`src/rtl/reaction_pkg.sv`:
```
// Shared types and constants for the reaction game controller.
package reaction_pkg;

    typedef enum logic [1:0] {
        IDLE   = 2'd0,
        WAIT   = 2'd1,
        GO     = 2'd2,
        RESULT = 2'd3
    } state_t;

    localparam logic [1:0]  MODE_EASY  = 2'b00;
    localparam logic [1:0]  MODE_REG   = 2'b01;
    localparam logic [1:0]  MODE_HARD  = 2'b10;

    localparam logic [13:0] SCORE_MISS = 14'd9999;
    localparam logic [13:0] LIM_EASY   = 14'd9999;
    localparam logic [13:0] LIM_REG    = 14'd1000;
    localparam logic [13:0] LIM_HARD   = 14'd500;

    localparam logic [15:0] LFSR_SEED  = 16'hACE1;

    // The unused switch code 11 is treated as regular mode.
    function automatic logic [1:0] coerce_mode(input logic [1:0] sw);
        return (sw == 2'b11) ? MODE_REG : sw;
    endfunction

    function automatic logic [13:0] mode_limit(input logic [1:0] m);
        case (m)
            MODE_EASY: return LIM_EASY;
            MODE_HARD: return LIM_HARD;
            default:   return LIM_REG;
        endcase
    endfunction

endpackage

```
`src/rtl/reaction_ctrl_btn_sync_edge.sv`:
```
// Two-flop synchronizer followed by a registered rising-edge detector.
// Emits a one-cycle pulse three cycles after the button input rises.
module btn_sync_edge (
    input  logic clk,
    input  logic rst,
    input  logic btn,
    output logic pulse
);

    logic       meta_reg;
    logic       sync_reg;
    logic       prev_reg;
    logic       pulse_reg;
    logic [1:0] warm_reg;

    // warm_reg masks the false low-to-high the reset zeros would otherwise
    // show when a button is held through reset.
    always_ff @(posedge clk or negedge rst) begin
        if (!rst) begin
            meta_reg  <= 1'b0;
            sync_reg  <= 1'b0;
            prev_reg  <= 1'b0;
            pulse_reg <= 1'b0;
            warm_reg  <= 2'd0;
        end else begin
            meta_reg  <= btn;
            sync_reg  <= meta_reg;
            prev_reg  <= sync_reg;
            pulse_reg <= sync_reg & ~prev_reg & (warm_reg == 2'd3);
            if (warm_reg != 2'd3)
                warm_reg <= warm_reg + 2'd1;
        end
    end

    assign pulse = pulse_reg;

endmodule

```
`src/rtl/reaction_ctrl.sv`:
```
// Reaction game controller: button conditioning, random arm delay,
// millisecond reaction timing and display state for the 7-segment driver.
module reaction_ctrl
    import reaction_pkg::*;
#(
    parameter int TICKS_PER_MS  = 100000,
    parameter int DELAY_BASE_MS = 1000
) (
    input  logic        clk,
    input  logic        rst,
    input  logic        btn_start,
    input  logic        btn_react,
    input  logic [1:0]  sw_mode,
    output logic [13:0] number,
    output logic [1:0]  select,
    output logic [1:0]  mode,
    output logic        led_go
);

    localparam int CNT_W   = (TICKS_PER_MS > 1) ? $clog2(TICKS_PER_MS) : 1;
    localparam int DELAY_W = $clog2(DELAY_BASE_MS + 2048);
    localparam logic [CNT_W-1:0]   TICK_LAST  = CNT_W'(TICKS_PER_MS - 1);
    localparam logic [DELAY_W-1:0] DELAY_BASE = DELAY_W'(DELAY_BASE_MS);

    logic               start_p;
    logic               react_p;
    logic [15:0]        lfsr_reg;
    logic [CNT_W-1:0]   tick_cnt_reg;
    logic               tick;
    state_t             state_reg, state_next;
    logic [13:0]        number_reg, number_next;
    logic [1:0]         mode_reg, mode_next;
    logic [DELAY_W-1:0] delay_reg, delay_next;
    logic [13:0]        limit;

    btn_sync_edge u_start (.clk(clk), .rst(rst), .btn(btn_start), .pulse(start_p));
    btn_sync_edge u_react (.clk(clk), .rst(rst), .btn(btn_react), .pulse(react_p));

    // Fibonacci LFSR, taps 16,14,13,11; free-running so the delay depends on press timing.
    always_ff @(posedge clk or negedge rst) begin
        if (!rst)
            lfsr_reg <= LFSR_SEED;
        else
            lfsr_reg <= {lfsr_reg[14:0], lfsr_reg[15] ^ lfsr_reg[13] ^ lfsr_reg[12] ^ lfsr_reg[10]};
    end

    assign tick = (tick_cnt_reg == TICK_LAST);

    // Restarting on every state change makes the first ms after entry full length.
    always_ff @(posedge clk or negedge rst) begin
        if (!rst)
            tick_cnt_reg <= '0;
        else if (state_next != state_reg || tick)
            tick_cnt_reg <= '0;
        else
            tick_cnt_reg <= tick_cnt_reg + CNT_W'(1);
    end

    always_ff @(posedge clk or negedge rst) begin
        if (!rst)
            state_reg <= IDLE;
        else
            state_reg <= state_next;
    end

    assign limit = mode_limit(mode_reg);

    always_comb begin
        state_next = state_reg;
        case (state_reg)
            IDLE:   if (start_p) state_next = WAIT;
            WAIT: begin
                if (react_p)
                    state_next = RESULT;
                else if (tick && delay_reg <= DELAY_W'(1))
                    state_next = GO;
            end
            GO:     if (react_p || number_reg >= limit) state_next = RESULT;
            RESULT: if (start_p) state_next = IDLE;
            default: state_next = IDLE;
        endcase
    end

    always_comb begin
        select = 2'd0;
        led_go = 1'b0;
        case (state_reg)
            IDLE:    select = 2'd0;
            WAIT:    select = 2'd1;
            GO: begin
                select = 2'd2;
                led_go = 1'b1;
            end
            RESULT:  select = 2'd3;
            default: select = 2'd0;
        endcase
    end

    always_comb begin
        number_next = number_reg;
        mode_next   = mode_reg;
        delay_next  = delay_reg;
        case (state_reg)
            IDLE: begin
                number_next = '0;
                if (start_p)
                    delay_next = DELAY_BASE + DELAY_W'(lfsr_reg[10:0]);
                else
                    mode_next = coerce_mode(sw_mode);
            end
            WAIT: begin
                number_next = '0;
                if (react_p)
                    number_next = SCORE_MISS;
                else if (tick)
                    delay_next = delay_reg - DELAY_W'(1);
            end
            GO: begin
                // A react in the same cycle as a tick captures the pre-tick count.
                if (!react_p) begin
                    if (number_reg >= limit)
                        number_next = SCORE_MISS;
                    else if (tick && number_reg != SCORE_MISS)
                        number_next = number_reg + 14'd1;
                end
            end
            RESULT: if (start_p) number_next = '0;
            default: number_next = '0;
        endcase
    end

    always_ff @(posedge clk or negedge rst) begin
        if (!rst) begin
            number_reg <= '0;
            mode_reg   <= MODE_EASY;
            delay_reg  <= '0;
        end else begin
            number_reg <= number_next;
            mode_reg   <= mode_next;
            delay_reg  <= delay_next;
        end
    end

    assign number = number_reg;
    assign mode   = mode_reg;

endmodule

```
`config.mk`:
```
export PLATFORM = sky130hd
export DESIGN_NAME = reaction_ctrl
export DESIGN_NICKNAME = d
export VERILOG_FILES = /design/src/rtl/reaction_pkg.sv /design/src/rtl/reaction_ctrl_btn_sync_edge.sv /design/src/rtl/reaction_ctrl.sv
export SDC_FILE = /design/constraint.sdc
export NUM_CORES = 1
export LEC_CHECK = 0
export ABC_CLOCK_PERIOD_IN_PS = 6900
export CORE_ASPECT_RATIO = 0.6
export CORE_MARGIN = 2
export CORE_UTILIZATION = 45
export CTS_CLUSTER_SIZE = 40
export DETAILED_ROUTE_END_ITERATION = 10
export GPL_TIMING_DRIVEN = 0
export HOLD_SLACK_MARGIN = 0.15
export PLACE_DENSITY = 0.74
export SYNTH_ARGS = -nofsm -noshare
export SYNTH_HDL_FRONTEND = slang
export SYNTH_SLANG_ARGS = --single-unit
```
`constraint.sdc`:
```
create_clock -name clk -period 6.9 [get_ports clk]
set_input_delay 1.035 -clock clk [delete_from_list [all_inputs] [get_ports clk]]
set_output_delay 1.035 -clock clk [all_outputs]
set_load 0.02 [all_outputs]
```
==> summary.txt, run 1 <==
Status = complete, no violations
Skew final = 0.009055 ns
Worst-path maximum fanout = 10
Dpl ws = 3.265 ns
Setup ws final = 2.823 ns
Iter 0 DRT Violations = 316
Routed Antenna Nets = 0
Slew HR = 63.24%
Power per cell area = 391.9 nW/um^2
CTS resizes = 0
Max cap viols = 0
Max stage delay cell, worst path = clkdlybuf4s50_1
Sequential area share after synthesis = 47.65%
WP data arrival = 3.04 ns
Pin count of the biggest net entering global routing = 64
Number of port buffers = 24
Fin. max-slew vios = 0
WL per Instance = 16.15 um
CP endpoint kind = output pin
Setup TNS = 0 ns
Starting Density = 46.46%
RSZ-0062 raised after global routing = false
Via count = 3184
Post-Route WL = 8901 um
First-pass GRT wire length = 14950 um
CTS tree = done
Tot GR Track Use = 19.48%
Overflow after GRT = 0
Post-layout nets = 460
Dpl hpwl = 6356 um
Post-CTS setup buffers = 0
FFs w/ async S/R, synth = 100.0%
Worst Setup SP = state_reg[1]
Via density per instance = 5.779
Hold_buf cts = 0
Ant. Diodes = 0
Share of layout cells above drive strength 1 = 10.71%
Number of global-route vias before repair = 3029
Max reg flops = 17
Post-Synthesis Cells = 398
VDD IR max = 0.1498 mV
Reg2reg start = mode[1]
CP peak stage delay = 0.59 ns
Crit path buf inv count = 5
Mapped Avg Cell Area = 9.950 um^2
Synthesized cell area = 3960 um^2
Top Ports = 25
Clk slew on worst S/H paths = 0.06 ns
Die height = 76.67 um
Final std cell area, no fill = 4659 um^2
Final setup fails = 0
Layout area overhead = 17.66%
DP Area = 4365 um^2
Die W = 125.1 um
Synthesized Nets = 424
Htree depth = 3
Tcrit/Tclk final = 59.09%
Critical hold path startpoint = u_start.meta_reg
Initial antenna violation count = 0
Hold crit path type = flip-flop to flip-flop
Leakage power = 2.022 nW
Tmin final = 4.077 ns
Highest Clock Rate = 0.2453 GHz
Final Hold Viols = 0
Critical Path RT = 5.86 ns
Count of flip-flops with a built-in enable after synthesis = 0
Crit Path Class = flip-flop to output pin
FP Rows = 26
Synth unique cells = 59
DRC = 0
Most common cell after layout, fill and taps aside = dfrtp_1
Top FF cell, synth = dfrtp_1
Ys Warns = 0
Worst-path cell chain = inv_1 > ha_1 > clkbuf_1 > clkbuf_1 > clkbuf_1 > or2_2 > clkdlybuf4s50_1
CTS max path bufs = 2
CTS sink cnt = 75
CTS Buf Count = 9
First-pass detailed-route iteration total = 5
Final Util = 54.67%
CP Launch Type = flip-flop
Skew-Pair Late Insertion Delay = 0.34 ns
CTS Root Buffer Type = clkbuf_16
Core region area = 8523 um^2
#FFs+latches synth = 75
GP Congestion = 0.9154
Actual slew at the worst max-slew pin = 0.5463 ns
Most frequent cells in the layout = dfrtp_1, nor2_1, nand2_1
CP most frequent cell = clkbuf_1
Top delay family on crit path = buffers and inverters
Die area = 9591 um^2
[worst paths after layout]
path                                         end  slack (ns)  depth (start not counted)
worst max-delay path                   select[0]        2.82                          7
worst min-delay path            u_start.sync_reg        0.35                          0
worst max register to register         number[0]        3.86                          9
worst min register to register  u_start.sync_reg        0.35                          0
max in group asynchronous            lfsr_reg[7]        5.76                          2
min in group asynchronous       u_react.meta_reg        0.54                          1
[cell families (layout without fill, tap and decap cells)]
| kind of cell | count (synthesis) | count (layout) | share of synthesized area, % |
|---|---|---|---|
| compound gates | 96 | 96 | 16.05 |
| xor+xnor | 26 | 26 | 5.750 |
| fa+ha+maj | 20 | 20 | 6.319 |
| buf+inv | 26 | 67 | 2.843 |
| flops | 75 | 75 | 47.65 |
| mux | 6 | 6 | 1.643 |
| simple gates | 149 | 149 | 19.75 |
[final cells by class]
type | count | area, um^2
Timing Repair Buffer | 25 | 265.3
Clock buffer | 10 | 229.0
Buffer | 13 | 63.81
Sequential cell | 75 | 1887
Inverter | 13 | 48.80
Clock inverter | 6 | 65.06
Fill cell | 748 | 3864
Multi-Input combinational cell | 297 | 1961
Tap cell | 112 | 140.1
[where the power goes]
group | total (W) | internal, W | switching, W
Clock | 0.000466 | 0.000281 | 0.000184
Sequential | 0.000605 | 0.000512 | 0.0000932
Combinational | 0.000755 | 0.000299 | 0.000456
[Yosys cell counts (3+ instances only)]
master / instances / area [um^2]
a22o_1: 5 / 43.79
o21ai_1: 3 / 15.01
o31ai_1: 10 / 75.07
dfstp_2: 8 / 210.2
nand2_1: 28 / 105.1
buf_2: 5 / 25.02
xnor2_1: 13 / 113.9
nand3_1: 19 / 95.09
ha_1: 20 / 250.2
o211ai_1: 3 / 22.52
o22a_1: 6 / 52.55
a31oi_1: 5 / 31.28
nor2b_1: 4 / 25.02
clkbuf_1: 5 / 18.77
nand4_1: 5 / 31.28
o22ai_1: 5 / 31.28
mux2_2: 4 / 45.04
a21oi_1: 18 / 90.09
nand2b_1: 7 / 43.79
o21ai_0: 23 / 115.1
nor3b_1: 6 / 45.04
nor4_1: 5 / 31.28
nor2_1: 37 / 138.9
dfrtp_1: 67 / 1677
nor3_1: 11 / 55.05
xor2_1: 13 / 113.9
and3_1: 7 / 43.79
inv_1: 13 / 48.80
[routing by layer]
layer  vias up  share of wire [%]  track usage, %
met1      1546                 50           28.76
met3         9                7.1           6.211
met2       110                 42           27.99
met4         0               0.79           4.333
met5         -                  0               0
li1       1519                  -               -
[metrics by stage]
stage / hold WS (ns) / power [W] / instances
after global placement: 0.3319 / 0.001319 / 534
after CTS: 0.3542 / 0.001822 / 551
after floorplan: 0.3312 / 0.001112 / 398
after global routing: 0.3614 / 0.001944 / 551
final: 0.3519 / 0.001826 / 551
after detailed placement: 0.3402 / 0.001347 / 535
Power figures use the tool's default switching activity.
==> inputs of run 2 (changes only) <==
--- a/config.mk
+++ b/config.mk
@@ -5,7 +5,7 @@
 export SDC_FILE = /design/constraint.sdc
 export NUM_CORES = 1
 export LEC_CHECK = 0
-export ABC_CLOCK_PERIOD_IN_PS = 6900
+export ABC_CLOCK_PERIOD_IN_PS = 3470
 export CORE_ASPECT_RATIO = 0.6
 export CORE_MARGIN = 2
 export CORE_UTILIZATION = 45
@@ -13,7 +13,7 @@
 export DETAILED_ROUTE_END_ITERATION = 10
 export GPL_TIMING_DRIVEN = 0
 export HOLD_SLACK_MARGIN = 0.15
-export PLACE_DENSITY = 0.74
+export PLACE_DENSITY = 0.77
 export SYNTH_ARGS = -nofsm -noshare
 export SYNTH_HDL_FRONTEND = slang
 export SYNTH_SLANG_ARGS = --single-unit
==> constraint.sdc (replaced) <==
create_clock -name clk -period 3.47 [get_ports clk]
set_input_delay 0.5205 -clock clk [delete_from_list [all_inputs] [get_ports clk]]
set_output_delay 0.5205 -clock clk [all_outputs]
set_load 0.02 [all_outputs]
==> run 2 against run 1 <==
Net effect: combinational power increased by 99%; non-clock buffer count unchanged; worst hold slack worse by 0.16 ns; utilization is 0.32 points higher; cell count did not move; critical path type unchanged; global-route usage is 0.38 points lower; largest power group unchanged; design area up 0.59%; critical path depth unchanged; clock power grew 110%; setup slack got worse by 2.6 ns; die area did not move.
==> summary.txt, run 2 (synthesized netlist as in run 1, its figures left out) <==
First-pass detailed-route iteration total = 5
Status = complete, no violations
Top delay family on crit path = buffers and inverters
Top layer in use = met4
Ant. Diodes = 0
Max stage delay cell, worst path = clkdlybuf4s50_1
Setup ws final = 0.2468 ns
Post-Route WL = 8558 um
RSZ-0062 raised after global routing = false
M1 WL = 4392 um
Via count = 3176
R2R Setup Slk = 0.53 ns
PnR Total Power = 0.003682 W
Overflow after GRT = 0
DRC = 0
CTS Buf Count = 9
Slew HR = 58.71%
WP data arrival = 2.70 ns
Final setup fails = 0
Initial antenna violation count = 0
Dpl ws = 0.4082 ns
WL per Instance = 15.53 um
Met3 routed WL = 426 um
VDD IR max = 0.3097 mV
CP endpoint kind = output pin
Post-CTS setup buffers = 0
Final Hold Viols = 0
Final Util = 54.99%
Max cap viols = 0
Worst-path cell chain = inv_1 > ha_1 > clkbuf_1 > clkbuf_2 > clkbuf_2 > or2_2 > clkdlybuf4s50_1
Crit Path Class = flip-flop to output pin
Die W = 125.1 um
Max reg flops = 17
Routed Antenna Nets = 0
Die area = 9591 um^2
Layout area overhead = 18.36%
FP Rows = 26
Crit path buf inv count = 5
CTS sink cnt = 75
CP Launch Type = flip-flop
CP most frequent cell = clkbuf_2
Hold slack = 0.1882 ns
Pin count of the biggest net entering global routing = 76
Tot GR Track Use = 19.10%
Number of global-route vias before repair = 2928
Iter 0 DRT Violations = 294
Wire length on met2 = 3633 um
Hold crit path type = input pin to async pin
Die height = 76.67 um
Dpl hpwl = 6136 um
GP Congestion = 0.8996
Core region area = 8523 um^2
Starting Density = 46.46%
Htree depth = 3
Via density per instance = 5.764
Share of layout cells above drive strength 1 = 10.93%
Leakage power = 2.039 nW
CP peak stage delay = 0.59 ns
Tmin final = 3.223 ns
Power per cell area = 785.6 nW/um^2
Most common cell after layout, fill and taps aside = dfrtp_1
Clk slew on worst S/H paths = 0.06 ns
Critical Path RT = 2.95 ns
Tcrit/Tclk final = 92.89%
Most frequent cells in the layout = dfrtp_1, nor2_1, nand2_1
First-pass GRT wire length = 14600 um
Skew final = 0.005358 ns
Actual slew at the worst max-slew pin = 0.6037 ns
Number of port buffers = 24
Post-layout nets = 460
CTS tree = done
Fin. max-slew vios = 0
CTS max path bufs = 2
Skew-Pair Late Insertion Delay = 0.34 ns
Top Ports = 25
CTS Root Buffer Type = clkbuf_16
Highest Clock Rate = 0.3103 GHz
Worst-path maximum fanout = 10
[run 2: cell types whose count changed in the layout (fill, tap and decap cells not counted), sizes merged]
cell	before	now
inv	15	14
clkinvlp	1	0
clkbuf	16	17
bufinv	1	2
[run 2: path summary, 6_finish.rpt]
kind,start,end,depth (start not counted)
setup reg to reg,mode[1],number[0],10
max in group asynchronous,rst,lfsr_reg[7],2
min in group clk,u_react.meta_reg,u_react.sync_reg,0
hold / removal,rst,lfsr_reg[12],2
setup / recovery,state_reg[1],select[0],7
hold reg to reg,u_react.meta_reg,u_react.sync_reg,0
[run 2: repair_timing]
action                     4_1_cts  5_1_grt
gates cloned                     0        0
hold buffers                     0        0
setup endpoints to repair        1        1
gates resized for setup          1        2
[run 2: worst reg2reg max path, cell delays in order, from the launching register on]
cell and delay [ns]:
dfrtp_1 0.43, nor2_2 0.18, inv_1 0.12, ha_1 0.21, nor3b_1 0.30, o21bai_1 0.13, a211oi_1 0.41, o211ai_2 0.19
nor2_1 0.47, o22ai_1 0.12, mux2_2 0.28
[run 2: through the flow]
step	TNS [ns]	std cells	instance area (um^2)
global placement	-40.84	534	4340
floorplan	0	398	3960
global route	0	551	4687
CTS	0	551	4686
detailed placement	0	535	4365
finish	0	551	4687
[run 2: per-layer routing]
| layer | vias up | global-route usage, % |
|---|---|---|
| met4 | 0 | 5.667 |
| li1 | 1525 | - |
| met1 | 1555 | 27.83 |
| met5 | - | 0 |
| met3 | 13 | 5.652 |
| met2 | 83 | 27.55 |
[run 2: area by class of cell]
cell class              count  area, um^2
well taps                 112       140.1
clock inverters             5       86.33
clock buffers              11       232.7
repair buffers             25       265.3
multi-input cells         297        1961
inverters                  13       48.80
plain buffers              13       66.31
flip-flops and latches     75        1887
fillers                   745        3836
[run 2: where the power goes]
part	internal (W)	switching (W)
Clock	0.000635	0.000359
Combinational	0.000598	0.000897
Sequential	0.00102	0.000175
Total	0.00225	0.00143
==> inputs of run 3 (changes only) <==
--- a/config.mk
+++ b/config.mk
@@ -9,6 +9,8 @@
 export CORE_ASPECT_RATIO = 0.6
 export CORE_MARGIN = 2
 export CORE_UTILIZATION = 45
+export CTS_BUF_LIST = sky130_fd_sc_hd__clkbuf_8
+export CTS_CLUSTER_DIAMETER = 100
 export CTS_CLUSTER_SIZE = 40
 export DETAILED_ROUTE_END_ITERATION = 10
 export GPL_TIMING_DRIVEN = 0
==> run 3 against run 2 <==
Net effect: clock power shrank 26%; wire length fell by 0.43%; non-clock buffer count unchanged; critical path type unchanged; first-iteration DRC count shrank 6.8%.
==> summary.txt, run 3 (synthesized netlist as in run 1, its figures left out) <==
Most frequent cells in the layout = dfrtp_1, nor2_1, nand2_1
Ant. Diodes = 0
VDD IR max = 0.3917 mV
Fin. max-slew vios = 0
CP endpoint kind = output pin
CTS tree = done
Power per cell area = 744.8 nW/um^2
First-pass GRT wire length = 14570 um
Skew-Pair Late Insertion Delay = 0.36 ns
Number of global-route vias before repair = 2939
Status = complete, no violations
Tcrit/Tclk final = 92.75%
Hold_buf cts = 0
CTS sink cnt = 75
Crit Path Class = flip-flop to output pin
CTS max path bufs = 2
Initial antenna violation count = 0
CTS Root Buffer Type = clkbuf_8
Hold crit path type = input pin to async pin
Final setup fails = 0
Dpl hpwl = 6136 um
CP Launch Type = flip-flop
RSZ-0062 raised after global routing = false
Post-Route WL = 8521 um
Core region area = 8523 um^2
Pin count of the biggest net entering global routing = 76
FP Rows = 26
Critical Path RT = 2.95 ns
Iter 0 DRT Violations = 274
GP Congestion = 0.8996
Worst-path maximum fanout = 10
WL per Instance = 15.46 um
First-pass detailed-route iteration total = 6
Actual slew at the worst max-slew pin = 0.6041 ns
Max cap viols = 0
Number of port buffers = 24
Routed Antenna Nets = 0
Highest Clock Rate = 0.3107 GHz
Die area = 9591 um^2
Layout area overhead = 15.80%
Via count = 3184
Tot GR Track Use = 18.91%
Final Hold Viols = 0
Most common cell after layout, fill and taps aside = dfrtp_1
Die W = 125.1 um
Top Ports = 25
Slew HR = 58.68%
Setup TNS = 0 ns
Htree depth = 3
Dpl ws = 0.4082 ns
Setup ws final = 0.2516 ns
Share of layout cells above drive strength 1 = 10.93%
Starting Density = 46.46%
Post-CTS setup buffers = 0
Max reg flops = 17
CTS Buf Count = 9
Leakage power = 2.002 nW
Die height = 76.67 um
Overflow after GRT = 0
Clk slew on worst S/H paths = 0.08 ns
Tmin final = 3.218 ns
Post-layout nets = 460
WP data arrival = 2.70 ns
DRC = 0
Hold slack = 0.1654 ns
Via density per instance = 5.779
Skew final = 0.01231 ns
FF-to-FF path depth = 10
-- run 3: cell types whose count changed in the layout (fill, tap and decap cells not counted), sizes merged --
cell / before / now
inv: 14 / 16
clkbuf: 17 / 15
-- run 3: metal layers --
metal	track usage (%)	share of wire (%)	vias up
li1	-	-	1518
met1	27.64	50	1549
met2	27.55	42	102
met3	5.513	6.3	15
met4	5.000	1.2	0
met5	0	0	-
-- run 3: worst max-delay path: stages, from the launching register on --
cell,delay (ns)
dfrtp_1,0.43
inv_1,0.15
ha_1,0.17
clkbuf_1,0.31
clkbuf_2,0.28
clkbuf_2,0.26
or2_2,0.15
clkdlybuf4s50_1,0.59
-- run 3: metrics by stage --
stage          instance area, um^2  total power (W)  std cells  utilization (%)
6_report                      4586         0.003415        551            53.80
5_1_grt                       4586         0.003676        551            53.80
4_1_cts                       4584         0.003422        551            53.79
3_5_place_dp                  4365         0.002674        535            51.22
3_3_place_gp                  4340         0.002606        534            50.92
2_1_floorplan                 3960         0.002210        398                -
-- run 3: path summary, 6_finish.rpt --
kind,startpoint,to,slack [ns]
worst max-delay path,state_reg[1],select[0],0.25
worst min-delay path,rst,lfsr_reg[12],0.17
worst max register to register,mode[1],number[13],0.55
worst min register to register,u_react.meta_reg,u_react.sync_reg,0.35
max in group asynchronous,rst,lfsr_reg[7],2.97
min in group clk,u_react.meta_reg,u_react.sync_reg,0.35
-- run 3: repair_timing --
| item | CTS | global route |
|---|---|---|
| gates resized for setup | 1 | 2 |
| hold endpoints to repair | 0 | 0 |
| endpoints found under the setup margin | 1 | 1 |
| pin swaps | 0 | 0 |
-- run 3: final cells by class --
cell class,count,area [um^2]
inverter,13,48.80
sequential,75,1887
multi-input combinational,297,1961
clock inverter,7,93.84
timing repair buffer,25,265.3
clock buffer,9,123.9
fill,757,3938
tap,112,140.1
buffer,13,66.31
-- run 3: report_power, final --
part / switching, W / internal [W]
clock: 0.000328 / 0.000404
sequential: 0.000175 / 0.00102
combinational: 0.000893 / 0.000598
total: 0.00140 / 0.00202
